===== config.mk =====
export PLATFORM = sky130hd
export DESIGN_NAME = pcs_rx_stimulus_gen_flat
export DESIGN_NICKNAME = d
export VERILOG_FILES = /design/src/rtl/pcs_rx_stimulus_gen_if.sv /design/src/rtl/pcs_rx_stimulus_gen.sv /design/src/flat_wrapper.sv
export SDC_FILE = /design/constraint.sdc
export NUM_CORES = 1
export LEC_CHECK = 0
export ABC_AREA = 1
export BUFFER_PORTS_ARGS = -buffer_cell sky130_fd_sc_hd__buf_2
export CORE_UTILIZATION = 57
export DETAILED_ROUTE_END_ITERATION = 10
export PLACE_DENSITY = 0.78
export SLEW_MARGIN = 15
export SYNTH_ARGS = -nofsm -noshare
export SYNTH_HDL_FRONTEND = slang
export SYNTH_SLANG_ARGS = --single-unit
export TNS_END_PERCENT = 30

===== constraint.sdc =====
create_clock -name CLK -period 9.65 [get_ports CLK]
set_input_delay 1.4475 -clock CLK [delete_from_list [all_inputs] [get_ports CLK]]
set_output_delay 1.4475 -clock CLK [all_outputs]
set_load 0.01 [all_outputs]

===== src/rtl/pcs_rx_stimulus_gen_if.sv =====
// rtl/pcs_rx_stimulus_gen_if.sv - frame request and SUDI bundle for the PCS RX stimulus generator
interface pcs_rx_stimulus_gen_if #(
  parameter int LEN_W = 8
);
  logic             START;
  logic [LEN_W-1:0] LEN;
  logic [7:0]       START_BYTE;
  logic             ERR_EN;
  logic [LEN_W-1:0] ERR_POS;
  logic [10:0]      SUDI;
  logic             SYNC_STATUS;
  logic             BUSY;
  logic             DONE;

  modport master (
    output START, LEN, START_BYTE, ERR_EN, ERR_POS,
    input  SUDI, SYNC_STATUS, BUSY, DONE
  );

  modport slave (
    input  START, LEN, START_BYTE, ERR_EN, ERR_POS,
    output SUDI, SYNC_STATUS, BUSY, DONE
  );
endinterface


===== src/rtl/pcs_rx_stimulus_gen.sv =====
// rtl/pcs_rx_stimulus_gen.sv - 8b/10b IDLE/frame generator driving a 1000BASE-X PCS receiver SUDI
module pcs_rx_stimulus_gen #(
  parameter int LEN_W      = 8,
  parameter int SYNC_IDLES = 3,
  parameter int IPG_MIN    = 6
) (
  input  logic                  CLK,
  input  logic                  RESET,
  pcs_rx_stimulus_gen_if.slave  gen
);

  localparam int IC_W = $clog2(SYNC_IDLES + 2);
  localparam int IG_W = $clog2(IPG_MIN + 2);

  localparam logic [7:0] K28_5 = 8'hBC;
  localparam logic [7:0] K27_7 = 8'hFB;
  localparam logic [7:0] K29_7 = 8'hFD;
  localparam logic [7:0] K23_7 = 8'hF7;
  localparam logic [7:0] D5_6  = 8'hC5;
  localparam logic [7:0] D16_2 = 8'h50;

  typedef enum logic [2:0] {
    S_IDLE_K, S_IDLE_D, S_SOF, S_DATA, S_EOF_T, S_EOF_R, S_EOF_R2
  } state_t;

  // Returns {rd_out, abcdei, fghj}; rd = 1 means positive running disparity.
  function automatic logic [10:0] enc8b10b(input logic [7:0] d, input logic k, input logic rd_in);
    logic [4:0] x;
    logic [2:0] y;
    logic [5:0] six;
    logic [3:0] four;
    logic       rd1, a7, unbal6, unbal4, comp6, comp4;
    x = d[4:0];
    y = d[7:5];
    case (x)
      5'd0:  six = 6'b100111;  5'd1:  six = 6'b011101;  5'd2:  six = 6'b101101;  5'd3:  six = 6'b110001;
      5'd4:  six = 6'b110101;  5'd5:  six = 6'b101001;  5'd6:  six = 6'b011001;  5'd7:  six = 6'b111000;
      5'd8:  six = 6'b111001;  5'd9:  six = 6'b100101;  5'd10: six = 6'b010101;  5'd11: six = 6'b110100;
      5'd12: six = 6'b001101;  5'd13: six = 6'b101100;  5'd14: six = 6'b011100;  5'd15: six = 6'b010111;
      5'd16: six = 6'b011011;  5'd17: six = 6'b100011;  5'd18: six = 6'b010011;  5'd19: six = 6'b110010;
      5'd20: six = 6'b001011;  5'd21: six = 6'b101010;  5'd22: six = 6'b011010;  5'd23: six = 6'b111010;
      5'd24: six = 6'b110011;  5'd25: six = 6'b100110;  5'd26: six = 6'b010110;  5'd27: six = 6'b110110;
      5'd28: six = 6'b001110;  5'd29: six = 6'b101110;  5'd30: six = 6'b011110;  default: six = 6'b101011;
    endcase
    if (k && x == 5'd28) six = 6'b001111;
    unbal6 = ($countones(six) != 3);
    // D.7 is balanced yet still has a distinct RD+ form
    comp6  = rd_in && (unbal6 || (x == 5'd7 && !k));
    rd1    = unbal6 ? ~rd_in : rd_in;
    a7     = (!rd1 && (x == 5'd17 || x == 5'd18 || x == 5'd20)) ||
             ( rd1 && (x == 5'd11 || x == 5'd13 || x == 5'd14));
    if (k) begin
      case (y)
        3'd0: four = 4'b1011;  3'd1: four = 4'b0110;  3'd2: four = 4'b1010;  3'd3: four = 4'b1100;
        3'd4: four = 4'b1101;  3'd5: four = 4'b0101;  3'd6: four = 4'b1001;  default: four = 4'b0111;
      endcase
    end else begin
      case (y)
        3'd0: four = 4'b1011;  3'd1: four = 4'b1001;  3'd2: four = 4'b0101;  3'd3: four = 4'b1100;
        3'd4: four = 4'b1101;  3'd5: four = 4'b1010;  3'd6: four = 4'b0110;
        default: four = a7 ? 4'b0111 : 4'b1110;
      endcase
    end
    unbal4 = ($countones(four) != 2);
    comp4  = rd1 && (k || unbal4 || y == 3'd3);
    return {unbal4 ? ~rd1 : rd1, comp6 ? ~six : six, comp4 ? ~four : four};
  endfunction

  state_t           state;
  logic             rd, even;
  logic [IC_W-1:0]  idle_cnt;
  logic [IG_W-1:0]  ipg_cnt;
  logic [LEN_W-1:0] len_q, err_pos_q, idx;
  logic [7:0]       cur_byte;
  logic             err_q;

  logic [7:0]       sym;
  logic             is_k, err_slot, rd_nxt;
  logic [10:0]      enc;
  logic [9:0]       code_nxt;
  logic [IC_W-1:0]  idle_inc;
  logic [IG_W-1:0]  ipg_inc;

  always_comb begin
    sym      = 8'h00;
    is_k     = 1'b0;
    err_slot = 1'b0;
    case (state)
      S_IDLE_K: begin sym = K28_5; is_k = 1'b1; end
      S_IDLE_D: sym = rd ? D16_2 : D5_6;
      S_SOF:    begin sym = K27_7; is_k = 1'b1; end
      S_DATA:   begin sym = cur_byte; err_slot = err_q && (idx == err_pos_q); end
      S_EOF_T:  begin sym = K29_7; is_k = 1'b1; end
      default:  begin sym = K23_7; is_k = 1'b1; end
    endcase
    enc      = enc8b10b(sym, is_k, rd);
    code_nxt = err_slot ? 10'd0 : enc[9:0];
    rd_nxt   = err_slot ? rd : enc[10];
    idle_inc = (idle_cnt >= IC_W'(SYNC_IDLES)) ? idle_cnt : idle_cnt + IC_W'(1);
    ipg_inc  = (ipg_cnt >= IG_W'(IPG_MIN)) ? ipg_cnt : ipg_cnt + IG_W'(1);
  end

  always_ff @(posedge CLK or negedge RESET) begin
    if (!RESET) begin
      state           <= S_IDLE_K;
      rd              <= 1'b0;
      even            <= 1'b1;
      idle_cnt        <= '0;
      ipg_cnt         <= IG_W'(IPG_MIN);
      len_q           <= '0;
      err_pos_q       <= '0;
      idx             <= '0;
      cur_byte        <= 8'h00;
      err_q           <= 1'b0;
      gen.SUDI        <= 11'd0;
      gen.SYNC_STATUS <= 1'b0;
      gen.BUSY        <= 1'b0;
      gen.DONE        <= 1'b0;
    end else begin
      gen.SUDI <= {even, code_nxt};
      rd       <= rd_nxt;
      even     <= ~even;
      gen.DONE <= 1'b0;
      if (gen.DONE) begin
        gen.BUSY <= 1'b0;
        ipg_cnt  <= '0;
      end
      if (gen.START && !gen.BUSY && gen.LEN != '0) begin
        gen.BUSY  <= 1'b1;
        len_q     <= gen.LEN;
        cur_byte  <= gen.START_BYTE;
        err_q     <= gen.ERR_EN;
        err_pos_q <= gen.ERR_POS;
      end
      case (state)
        S_IDLE_K: state <= S_IDLE_D;
        S_IDLE_D: begin
          idle_cnt <= idle_inc;
          ipg_cnt  <= ipg_inc;
          if (idle_inc >= IC_W'(SYNC_IDLES)) gen.SYNC_STATUS <= 1'b1;
          // BUSY here can only mean a captured frame still waiting for launch
          if (gen.BUSY && idle_inc >= IC_W'(SYNC_IDLES) && ipg_inc >= IG_W'(IPG_MIN))
            state <= S_SOF;
          else
            state <= S_IDLE_K;
        end
        S_SOF: begin
          idx   <= '0;
          state <= S_DATA;
        end
        S_DATA: begin
          idx      <= idx + LEN_W'(1);
          cur_byte <= cur_byte + 8'd1;
          if (idx == len_q - LEN_W'(1)) state <= S_EOF_T;
        end
        S_EOF_T: state <= S_EOF_R;
        S_EOF_R: begin
          // an /R/ on an even slot needs a second one so the next comma lands even
          if (even) begin
            state <= S_EOF_R2;
          end else begin
            gen.DONE <= 1'b1;
            state    <= S_IDLE_K;
          end
        end
        default: begin
          gen.DONE <= 1'b1;
          state    <= S_IDLE_K;
        end
      endcase
    end
  end

endmodule

===== src/flat_wrapper.sv =====
// flat-port wrapper written by rule: the top's interface ports become plain ports
module pcs_rx_stimulus_gen_flat 
#(
  parameter int LEN_W      = 8,
  parameter int SYNC_IDLES = 3,
  parameter int IPG_MIN    = 6
)
  (CLK, RESET, gen_START, gen_LEN, gen_START_BYTE, gen_ERR_EN, gen_ERR_POS, gen_SUDI, gen_SYNC_STATUS, gen_BUSY, gen_DONE);
  pcs_rx_stimulus_gen_if #(.LEN_W(LEN_W)) gen_i ();
  input  logic CLK;
  input  logic RESET;
  input wire logic [$bits(gen_i.START)-1:0] gen_START;
  input wire logic [$bits(gen_i.LEN)-1:0] gen_LEN;
  input wire logic [$bits(gen_i.START_BYTE)-1:0] gen_START_BYTE;
  input wire logic [$bits(gen_i.ERR_EN)-1:0] gen_ERR_EN;
  input wire logic [$bits(gen_i.ERR_POS)-1:0] gen_ERR_POS;
  output wire logic [$bits(gen_i.SUDI)-1:0] gen_SUDI;
  output wire logic [$bits(gen_i.SYNC_STATUS)-1:0] gen_SYNC_STATUS;
  output wire logic [$bits(gen_i.BUSY)-1:0] gen_BUSY;
  output wire logic [$bits(gen_i.DONE)-1:0] gen_DONE;
  assign gen_i.START = gen_START;
  assign gen_i.LEN = gen_LEN;
  assign gen_i.START_BYTE = gen_START_BYTE;
  assign gen_i.ERR_EN = gen_ERR_EN;
  assign gen_i.ERR_POS = gen_ERR_POS;
  assign gen_SUDI = gen_i.SUDI;
  assign gen_SYNC_STATUS = gen_i.SYNC_STATUS;
  assign gen_BUSY = gen_i.BUSY;
  assign gen_DONE = gen_i.DONE;
  pcs_rx_stimulus_gen #(.LEN_W(LEN_W), .SYNC_IDLES(SYNC_IDLES), .IPG_MIN(IPG_MIN)) u_core (.CLK(CLK), .RESET(RESET), .gen(gen_i));
endmodule

==> results, run 1 <==
- The run finished, with violations left.
- The critical hold path startpoint is u_core.even.
- The average wire per standard cell is 13.1 um.
- For this run, global-route usage on met1 was measured as 0.342.
- The type of element launching the critical path is a flop.
- For the worst flop-to-flop path, the logic depth is 34.
- Clock skew on the completed layout was measured at 0.00912 ns.
- The final instance count without filler cells is 656.
- The region available for standard cell placement spans between 6000 and 7000 um2.
- The via count of the first global-routing pass is ~3,500.
- The tool flagged a number of max-cap violations equal to 0.
- By instance count, the leading cell after synthesis is nand2_1.
- CTS placed an instance of clkbuf_8 at the clock tree root.
- For this design, the sink count on the clock tree is 58.
- The worst slew margin relative to its limit is 0.469.
- Of the post-synthesis cell area, the dominant cell type holds 0.352.
- The initial core utilization is 0.603.
- The data arrival time at the worst-slack endpoint is 6.99 ns.
- The number of enable-type register cells in the synthesized netlist is 0.
- The slew at the pin closest to its max-slew limit is 0.793 ns.
- The share of the Yosys chip area taken by registers is 0.372.
- The violation count after the first detailed-route iteration is 256.
- After global routing the overflow that remains totals 0.
- In the final timing run, aggregate negative setup slack is 0 ns.
- The worst register-to-register path has a setup slack of 2.91 ns.
- At the worst endpoint, the required time is between 9 and 10 ns.
- The layout-stage area growth over the synthesis result is 12.2%.
- The placed instance count is 640.
- The largest total area in the synthesized netlist belongs to dfrtp_1.
- The global-route usage over all layers is 0.264.
- The tightest min-delay check is of the flop to flop type.
- The cell with the largest stage delay on the worst path is dfrtp_1.
- After detailed routing, the number of remaining DRC violations is 2.
- The number of different library cells used by synthesis comes to 41.
- In this run the count of I/O pins placed on the die edge is 42.
- Clock latency on the worst-skew pair, taken at its later pin, is 0.34 ns.
- From bottom edge to top edge, the die measures about 85 um.
- Among all flip-flop cells after synthesis, the most frequent one is dfrtp_1.
- The number of fillers in the final layout is ~570.
- The die width is 84.9 um.
- The count of warnings emitted by yosys is 0.
- The antenna diode instance count is 0.
- The floorplan step defined a die boundary enclosing 7200 um2.
- The largest single stage delay on the critical path is about 0.61 ns.
- After synthesis, the most frequently instantiated cells are nand2_1, inv_1, nor2_1.
- The hold violation count in the final report is 0.
- The post-synthesis area per instance is 7.40 um2.
- The clock edge transition at the registers on the reported setup and hold paths is 0.07 ns.
- The kind of capture point of the worst setup path is a flop.
- For this run, global-route usage on met2 was measured as 0.450.
- The post-synthesis cell count is around 530.
- TritonCTS built the clock tree.
- The global-route wire length before repair is between 15,000 and 20,000 um.
- After clock tree synthesis, the repair step resized 0 gates.
- After synthesis the netlist holds a flip-flop and latch count of 58.
- The weighted congestion at the end of routability-driven global placement is 0.878.
- The post-placement worst setup slack is 3.06 ns.
- In this run the critical register-to-register path is captured at u_core.gen.SUDI[1].
- The met3 layer usage reported by global route is 0.0564.
- The clock buffer count from CTS is 9.
- The share of the clock period used by the worst path after layout is 0.699.
- The end point of the worst hold path is u_core.gen.SUDI[10].
- Summed over all nets, the half-perimeter wirelength after detailed placement is roughly 6300 um.
- After synthesis, the cell types taking the most area are dfrtp_1, nand2_1, ha_1, inv_1, nor2_1.
- The H-tree was split into 3 levels.
- Setup repair after global routing left no endpoint under its margin.
- The number of pins with negative max-slew slack in the final report came to 0.
- The most used cell along the critical path is nand2_1.
- The worst hold path cell count is 0.
- The final worst slack is 2.91 ns.
- The number of routed nets with antenna violations is 0.
- The startpoint of the most critical register-to-register path is u_core.state[2].
- The number of antenna violations at the first check in global routing was 0.
- The largest fanout on the critical path is 20.
- The synthesized net count is 581.
- Buffers added to address setup during post-CTS repair amount to 0.
- The combined area of all synthesized cells is 3920 um2.
- After layout, the minimum clock period comes to 6.74 ns.
- The count of vias placed by the detailed router is 3,567.
- The deepest clock path buffer count is 2.
- Using the TritonRoute via totals, the vias-per-cell ratio works out to between 5 and 6.
- The final reports fail on design-rule violations.
- The share of flip-flops with an asynchronous set or reset after synthesis is 1.00.
- Hold repair after CTS inserted 0 buffers.
- For this block, the routed nets add up to about 8600 um of wire.
- The final layout net count is 626.
- In the final layout, the share of cells above drive strength 1 is 0.140.
- met2 is the most crowded layer.
- The first TritonRoute pass finished after 10 iterations.
- Setup violations remaining at the end of the flow were counted as 0.
- Timing would allow up to 148 MHz.
- Entering global routing, the biggest net connects 59 pins.
- The path type of the worst setup path is flop to flop.
- Buffers placed on the I/O ports in this run total between 40 and 50.
- The row count is 29.
sequential cells by signal, summed over array words and instances (netlist names), 3 cells and up:
| name | cells |
|---|---|
| u_core.idle_cnt | 3 |
| u_core.state | 3 |
| u_core.gen.SUDI | 11 |
| u_core.idx | 8 |
| u_core.cur_byte | 8 |
| u_core.err_pos_q | 8 |
| u_core.ipg_cnt | 3 |
| u_core.len_q | 8 |
per-stage QoR:
stage / hold WS (ns) / area [um2] / util
finish: 0.406 / 4390 / 0.676
global route: 0.417 / 4390 / 0.676
CTS: 0.406 / 4390 / 0.676
detailed placement: 0.394 / 4180 / 0.643
global placement: 0.392 / 4180 / 0.643
floorplan: 0.389 / 3920 / -
logic make-up (layout without fill, tap and decap cells):
kind of cell / Yosys count / count (layout) / share of synthesized area
buffers and inverters: 74 / 124 / 0.0767
and+or+nand+nor: 279 / 279 / 0.310
AOI/OAI and AO/OA: 72 / 72 / 0.110
DFF: 58 / 58 / 0.372
xor gates and xnor gates: 22 / 22 / 0.0492
adders and majority gates: 24 / 24 / 0.0825
worst max-delay path by stage:
stage / depth (start not counted) / end / slack [ns] / start
global route: 33 / u_core.gen.SUDI[1] / 2.27 / u_core.state[2]
finish: 34 / u_core.gen.SUDI[1] / 2.91 / u_core.state[2]
floorplan: 36 / u_core.gen.SUDI[1] / 4.09 / u_core.state[1]
CTS: 34 / u_core.gen.SUDI[1] / 2.96 / u_core.state[2]
global placement: 34 / u_core.gen.SUDI[1] / 3.34 / u_core.state[2]
detailed placement: 34 / u_core.gen.SUDI[1] / 3.06 / u_core.state[2]
layer usage:
| layer | up-vias | wire (um) |
|---|---|---|
| met4 | 0 | 99 |
| met5 | - | 0 |
| met1 | 1658 | 4010 |
| met3 | 14 | 359 |
| met2 | 85 | 4140 |
| li1 | 1810 | - |
final cells by class:
| cell class | count | area [um2] | share of cell area |
|---|---|---|---|
| clock inverter | 1 | 30.0 | 0.00684 |
| clock buffer | 15 | 186 | 0.0425 |
| inverter | 65 | 244 | 0.0556 |
| tap | 77 | 96.3 | 0.0219 |
| multi-input combinational | 397 | 2160 | 0.492 |
| sequential | 58 | 1460 | 0.331 |
| timing repair buffer | 43 | 220 | 0.0501 |
worst max-delay path: cells and delay by family (launching register included):
family                   cells  cell delay (ns)
AO/OA/AOI/OAI                4             0.50
adder cells (fa/ha/maj)      7             2.15
buffers and inverters        5             0.52
flip-flops                   1             0.61
AND/OR/NAND/NOR             18             2.85
cells in the final DEF, fill, tap and decap left out, types with 2 or more instances in the layout:
cell type / Yosys / layout
ha_1: 21 / 21
clkbuf_8: 0 / 13
dfstp_2: 3 / 3
fa_1: 3 / 3
a211oi_1: 3 / 3
inv_1: 60 / 60
o22ai_1: 6 / 6
nand3_1: 31 / 31
xnor2_1: 6 / 6
nor2_1: 58 / 58
clkbuf_1: 5 / 2
nor4_1: 5 / 5
a31oi_1: 2 / 2
nor3_1: 10 / 10
o211ai_1: 3 / 3
dfrtp_1: 55 / 55
xor2_1: 16 / 16
nand2_1: 150 / 150
buf_4: 2 / 2
o21ai_0: 36 / 36
buf_2: 0 / 41
nand3b_1: 2 / 2
or2_2: 5 / 5
o21ai_1: 3 / 3
a21oi_1: 11 / 11
nand4_1: 10 / 10
inv_2: 5 / 5
nand2_2: 2 / 2
Power of run 1 is not shown: default switching activity piles up to over one toggle a cycle in this logic, so the estimate is an artifact.
==> inputs of run 2 (changes only) <==
==> constraint.sdc (replaced) <==
create_clock -name CLK -period 6.25 [get_ports CLK]
set_input_delay 0.9375 -clock CLK [delete_from_list [all_inputs] [get_ports CLK]]
set_output_delay 0.9375 -clock CLK [all_outputs]
set_load 0.01 [all_outputs]
==> run 2 against run 1 <==
Effect of this change: the flow still finishes with violations (design-rule violations); count of clock-buffer cells in the layout shrank 6; flip-flop and latch count is the same; critical path depth is the same; die area is the same; first-iteration DRC count shrank 9.8%; global-route usage shrank 0.12 points; clock skew is essentially flat; wire length shrank 0.57%; via count grew 0.59%; final area shrank 0.51%; critical endpoint unchanged.
==> results, run 2 (synthesis results as in run 1) <==
- The count of port buffers added during placement is 41 (unchanged).
- The worst hold-check slack was 0.403 ns (was 0.406 ns).
- The die width is 84.9 um (unchanged).
- The row count is 29 (unchanged).
- The count of vias placed by the detailed router came to 3,588 (was 3,567).
- The weighted congestion at the end of routability-driven global placement is 0.930 (was 0.878).
- The final layout net count was 628 (was 626).
- The data arrival time at the worst-slack endpoint is 6.00 ns (was 6.99 ns).
- The number of pins with negative max-slew slack in the final report is 0 (unchanged).
- The number of clock sinks is 58 (unchanged).
- The number of flip-flops under the largest register name was 11 (unchanged).
- The number of routed nets with antenna violations came to 0 (unchanged).
- The HPWL after detailed placement came to 6370 um (was 6330 um).
- The I/O pin total is 42 (unchanged).
- Status: finished with violations (unchanged).
- Top library cells by usage in the layout, fill and taps aside: nand2_1, inv_1, nor2_1 (unchanged).
- The number of fillers in the final layout came to 559 (was 571).
- The number of H-tree branching levels is 3 (unchanged).
- The largest fanout on the critical path came to 6 (was 20).
- The overall overflow remaining after global route is 0 (unchanged).
- The violation count after the first detailed-route iteration came to 231 (was 256).
- The area of the core region was 6490 um2 (unchanged).
- The global-route usage over all layers is 0.262 (was 0.264).
- The worst-case clock skew is 0.00896 ns (was 0.00912 ns).
- The cell chosen for the clock root is clkbuf_8 (unchanged).
- The deepest clock path buffer count is 2 (unchanged).
- The top achievable clock speed is 174 MHz (was 148 MHz).
- Failing checks: design-rule violations (unchanged).
- The post-CTS setup repair buffer count is 0 (unchanged).
- The clock buffer count from CTS is 9 (unchanged).
- The layout-stage area growth over the synthesis result is 11.6% (was 12.2%).
- The share of the clock period used by the worst path after layout is 0.917 (was 0.699).
- The post-detailed-route DRC marker count came to 2 (unchanged).
- The insertion delay to the later sink of the worst-skew pair is 0.34 ns (about the same).
- The via count of the first global-routing pass was 3,371 (was 3,451).
- The most used cell along the critical path is nand2_1 (unchanged).
- The class of the tightest hold or removal check is flop to flop (unchanged).
- The full die area is 7200 um2 (unchanged).
- The path type of the worst setup path was flop to flop (unchanged).
- The height of the die came to 84.9 um (unchanged).
- The worst slew margin relative to its limit is 0.465 (was 0.469).
- The delay of the slowest cell on the worst path is 0.48 ns (was 0.61 ns).
- The commonest non-fill, non-tap cell in the layout was nand2_1 (unchanged).
- The antenna diode instance count is 0 (unchanged).
- The number of antenna violations at the first check in global routing is 0 (unchanged).
- The number of optimization iterations in the first detailed-route pass is 8 (was 10).
- The register with the most flip-flops is u_core.gen.SUDI (unchanged).
- The type of element launching the critical path was a flop (unchanged).
- The clock edge transition at the registers on the reported setup and hold paths is 0.07 ns (about the same).
- The initial core utilization was 0.603 (unchanged).
- The TritonCTS clock tree was built (unchanged).
- The cell with the largest stage delay on the worst path is fa_1 (was dfrtp_1).
- The maximum number of pins on one net before global-route repair is 59 (unchanged).
- The number of setup violations in the final report came to 0 (unchanged).
- The hold violation count in the final report is 0 (unchanged).
- The global-route wire length before repair is 15,000 um (was 15,200 um).
- The kind of capture point of the worst setup path is a flop (unchanged).
- The slew at the pin closest to its max-slew limit was 0.800 ns (was 0.793 ns).
- The time the worst path needs with I/O delays and setup is 5.73 ns (was 6.74 ns).
- The aggregate routed wire length is 8560 um (was 8610 um).
- The average wire per standard cell is 13.0 um (was 13.1 um).
- The count of max-cap constraint violations is 0 (unchanged).
- The average vias per placed instance is 5.45 (was 5.44).
- The total negative setup slack came to 0 ns (unchanged).
- Unrepaired setup endpoints after global routing: no (unchanged).
- The share of cells above drive strength 1 is 0.151 (was 0.140).
- The worst endpoint required time is 6.52 ns (was 9.90 ns).
-- run 2: cell types whose count changed in the layout (fill, tap and decap cells not counted), moves of 2 or more --
cell / previous run / this run
buf_4: 2 / 4
clkbuf_1: 2 / 0
clkbuf_8: 13 / 9
clkinv_2: 0 / 4
-- run 2: metrics by stage --
stage / worst slack [ns] / area, um2 / cells / utilization
after floorplan: 0.688 / 3920 / 529 / -
after global placement: 0.466 / 4190 / 642 / 0.645
after detailed placement: 0.288 / 4190 / 642 / 0.645
after CTS: 0.274 / 4360 / 658 / 0.671
after global routing: 0.0271 / 4370 / 658 / 0.673
final: 0.517 / 4370 / 658 / 0.673
-- run 2: critical path, delay by kind of cell, from the launching register on --
kind / cells / cell delay [ns]
adders and majority gates: 7 / 2.23
and+or+nand+nor: 16 / 1.94
buffers and inverters: 7 / 0.62
DFF: 1 / 0.45
AOI/OAI and AO/OA: 4 / 0.45
-- run 2: final cells by class --
type | instances | area, um2 | area share
multi-input combinational | 397 | 2170 | 0.496
sequential | 58 | 1460 | 0.333
inverter | 65 | 244 | 0.0558
timing repair buffer | 45 | 235 | 0.0538
clock buffer | 9 | 124 | 0.0284
tap | 77 | 96.3 | 0.0221
clock inverter | 7 | 45.0 | 0.0103
-- run 2: final timing paths --
kind                                      start                   to  slack, ns  cells past startpoint
worst max register to register  u_core.state[1]   u_core.gen.SUDI[1]       0.52                     34
min in group asynchronous                 RESET   u_core.idle_cnt[0]       0.72                      2
worst min-delay path                u_core.even  u_core.gen.SUDI[10]       0.40                      0
worst max-delay path            u_core.state[1]   u_core.gen.SUDI[1]       0.52                     34
worst min register to register      u_core.even  u_core.gen.SUDI[10]       0.40                      0
max in group asynchronous                 RESET      u_core.state[2]       5.00                      2
-- run 2: repair_timing --
action	CTS	global route
gates resized for setup	0	3
hold buffers	0	0
setup endpoints to repair	0	4
-- run 2: per-layer routing --
layer | up-vias | share of wire | track usage
li1 | 1814 | - | -
met3 | 15 | 0.035 | 0.0370
met4 | 0 | 0.019 | 0.103
met1 | 1678 | 0.49 | 0.355
met5 | - | 0 | 0
met2 | 81 | 0.46 | 0.431
Power of run 2 is left out for the same reason.
==> inputs of run 3 (changes only) <==
--- a/config.mk
+++ b/config.mk
@@ -7,9 +7,12 @@
 export LEC_CHECK = 0
 export ABC_AREA = 1
 export BUFFER_PORTS_ARGS = -buffer_cell sky130_fd_sc_hd__buf_2
-export CORE_UTILIZATION = 57
+export CELL_PAD_IN_SITES_DETAIL_PLACEMENT = 1
+export CELL_PAD_IN_SITES_GLOBAL_PLACEMENT = 2
+export CORE_UTILIZATION = 34
 export DETAILED_ROUTE_END_ITERATION = 10
-export PLACE_DENSITY = 0.78
+export MAX_ROUTING_LAYER = met4
+export PLACE_DENSITY_LB_ADDON = 0.1
 export SLEW_MARGIN = 15
 export SYNTH_ARGS = -nofsm -noshare
 export SYNTH_HDL_FRONTEND = slang
==> run 3 against run 2 <==
Effect of this change: the run now ends clean; clock skew is 0.0015 ns higher; flip-flop and latch count unchanged; worst hold slack worse by 0.0010 ns; critical path depth unchanged; via count decreased by 1.1%; critical endpoint unchanged.
==> results, run 3 (synthesis results as in run 1) <==
- Status: finished clean (was finished with violations).
- The count of port buffers added during placement came to 41 (unchanged).
- The final worst slack is 0.492 ns (was 0.517 ns).
- The number of setup violations in the final report is 0 (unchanged).
- The cts-stage hold buffer count is 0 (unchanged).
- The hold violation count in the final report is 0 (unchanged).
- The antenna diode instance count is 0 (unchanged).
- Top library cells by usage in the layout, fill and taps aside: nand2_1, inv_1, nor2_1 (unchanged).
- The commonest non-fill, non-tap cell in the layout is nand2_1 (unchanged).
- The kind of capture point of the worst setup path is a flop (unchanged).
- The number of flip-flops under the largest register name is 11 (unchanged).
- The number of antenna violations at the first check in global routing is 0 (unchanged).
- The height of the die came to 109 um (was 84.9 um).
- The global-route usage over all layers was 0.213 (was 0.262).
- The aggregate routed wire length is 10,800 um (was 8560 um).
- The startpoint of the worst setup timing path is u_core.state[0] (was u_core.state[1]).
- The count of max-cap constraint violations came to 0 (unchanged).
- The maximum number of pins on one net before global-route repair is 59 (unchanged).
- The time the worst path needs with I/O delays and setup is 5.76 ns (was 5.73 ns).
- The type of element launching the critical path is a flop (unchanged).
- The cell chosen for the clock root was clkbuf_16 (was clkbuf_8).
- The worst endpoint required time is 6.50 ns (was 6.52 ns).
- The share of cells above drive strength 1 is 0.155 (was 0.151).
- The register with the most flip-flops was u_core.gen.SUDI (unchanged).
- The violation count after the first detailed-route iteration came to 172 (was 231).
- The clock edge transition at the registers on the reported setup and hold paths was 0.05 ns (was 0.07 ns).
- The register area is 1460 um2 (about the same).
- The number of optimization iterations in the first detailed-route pass is 4 (was 8).
- The number of fillers in the final layout is 1,406 (was 559).
- The deepest clock path buffer count came to 2 (unchanged).
- The startpoint of the most critical register-to-register path is u_core.state[0] (was u_core.state[1]).
- The worst slew margin relative to its limit is 0.485 (was 0.465).
- The full die area is 11,900 um2 (was 7200 um2).
- The worst-case clock skew is 0.0104 ns (was 0.00896 ns).
- The total area of multi-input combinational cells is 2190 um2 (was 2170 um2).
- The most used cell along the critical path is nand2_1 (unchanged).
- The number of pins with negative max-slew slack in the final report is 0 (unchanged).
- The class of the tightest hold or removal check is flop to flop (unchanged).
- The average wire per standard cell came to 15.0 um (was 13.0 um).
- The row count was 38 (was 29).
- The initial core utilization is 0.355 (was 0.603).
- The clock buffer count from CTS is 9 (unchanged).
- The final layout net count came to 629 (was 628).
- The overall overflow remaining after global route is 0 (unchanged).
- The cell with the largest stage delay on the worst path is dfrtp_1 (was fa_1).
- The largest fanout on the critical path came to 8 (was 6).
- The weighted congestion at the end of routability-driven global placement is 0.844 (was 0.930).
- The post-placement worst setup slack is 0.140 ns (was 0.288 ns).
- The fraction of the core area covered by cells at the end of the flow was 0.416 (was 0.673).
- The I/O pin total came to 42 (unchanged).
- The number of H-tree branching levels is 3 (unchanged).
- The HPWL after detailed placement is 8270 um (was 6370 um).
- The average vias per placed instance is 4.92 (was 5.45).
- The top achievable clock speed was 174 MHz (about the same).
- The die width is 109 um (was 84.9 um).
- The share of the clock period used by the worst path after layout is 0.921 (was 0.917).
- The insertion delay to the later sink of the worst-skew pair is 0.34 ns (about the same).
- The count of vias placed by the detailed router was 3,550 (was 3,588).
- The data arrival time at the worst-slack endpoint is 6.01 ns (was 6.00 ns).
- The slew at the pin closest to its max-slew limit came to 0.773 ns (was 0.800 ns).
- The path type of the worst setup path is flop to flop (unchanged).
- The delay of the slowest cell on the worst path is 0.50 ns (was 0.48 ns).
- The global-route wire length before repair is 18,600 um (was 15,000 um).
- The number of clock sinks was 58 (unchanged).
- The area of the core region is 11,000 um2 (was 6490 um2).
- The via count of the first global-routing pass is 3,691 (was 3,371).
- The slack of the worst reg-to-reg path is 0.49 ns (was 0.52 ns).
- The critical hold path startpoint was u_core.even (unchanged).
- The number of routed nets with antenna violations is 0 (unchanged).
- The layout-stage area growth over the synthesis result is 17.3% (was 11.6%).
- The post-detailed-route DRC marker count is 0 (was 2).
- The TritonCTS clock tree is built (unchanged).
## run 3: metrics by stage
| stage | TNS, ns | instance area (um2) | hold slack [ns] | std cells |
|---|---|---|---|---|
| 2_1_floorplan | 0 | 3920 | 0.389 | 529 |
| 3_3_place_gp | 0 | 4280 | 0.393 | 706 |
| 3_5_place_dp | 0 | 4280 | 0.396 | 706 |
| 4_1_cts | 0 | 4550 | 0.403 | 722 |
| 5_1_grt | -0.0467 | 4590 | 0.410 | 722 |
| 6_report | 0 | 4590 | 0.402 | 722 |
## run 3: critical path, delay by kind of cell (launching register included)
family / cells / cell delay (ns)
DFF: 1 / 0.50
AOI/OAI and AO/OA: 4 / 0.49
adders and majority gates: 7 / 2.12
and+or+nand+nor: 18 / 2.04
buffers and inverters: 5 / 0.47
## run 3: cell type report
class | instances | area share
clock buffer | 14 | 0.0575
tap | 140 | 0.0381
timing repair buffer | 46 | 0.0529
multi-input combinational | 397 | 0.477
clock inverter | 2 | 0.00272
inverter | 65 | 0.0542
sequential | 58 | 0.317
## run 3: repair_timing
action,CTS,global route
buffers inserted,0,0
endpoints found under the setup margin,0,5
gates resized for setup,0,11
## run 3: path summary, 6_finish.rpt
kind                            cells after the start                   to
max in group asynchronous                           2      u_core.state[1]
worst min register to register                      0  u_core.gen.SUDI[10]
worst max register to register                     34   u_core.gen.SUDI[1]
worst min-delay path                                0  u_core.gen.SUDI[10]
min in group asynchronous                           2   u_core.idle_cnt[0]
worst max-delay path                               34   u_core.gen.SUDI[1]
## run 3: per-layer routing
| metal | global-route usage | wire length (um) | vias to the layer above |
|---|---|---|---|
| met5 | - | 0 | - |
| met2 | 0.319 | 4800 | 43 |
| li1 | - | - | 1811 |
| met1 | 0.285 | 5580 | 1686 |
| met3 | 0.0362 | 269 | 10 |
| met4 | 0.0838 | 167 | 0 |
Power of run 3 is left out for the same reason.
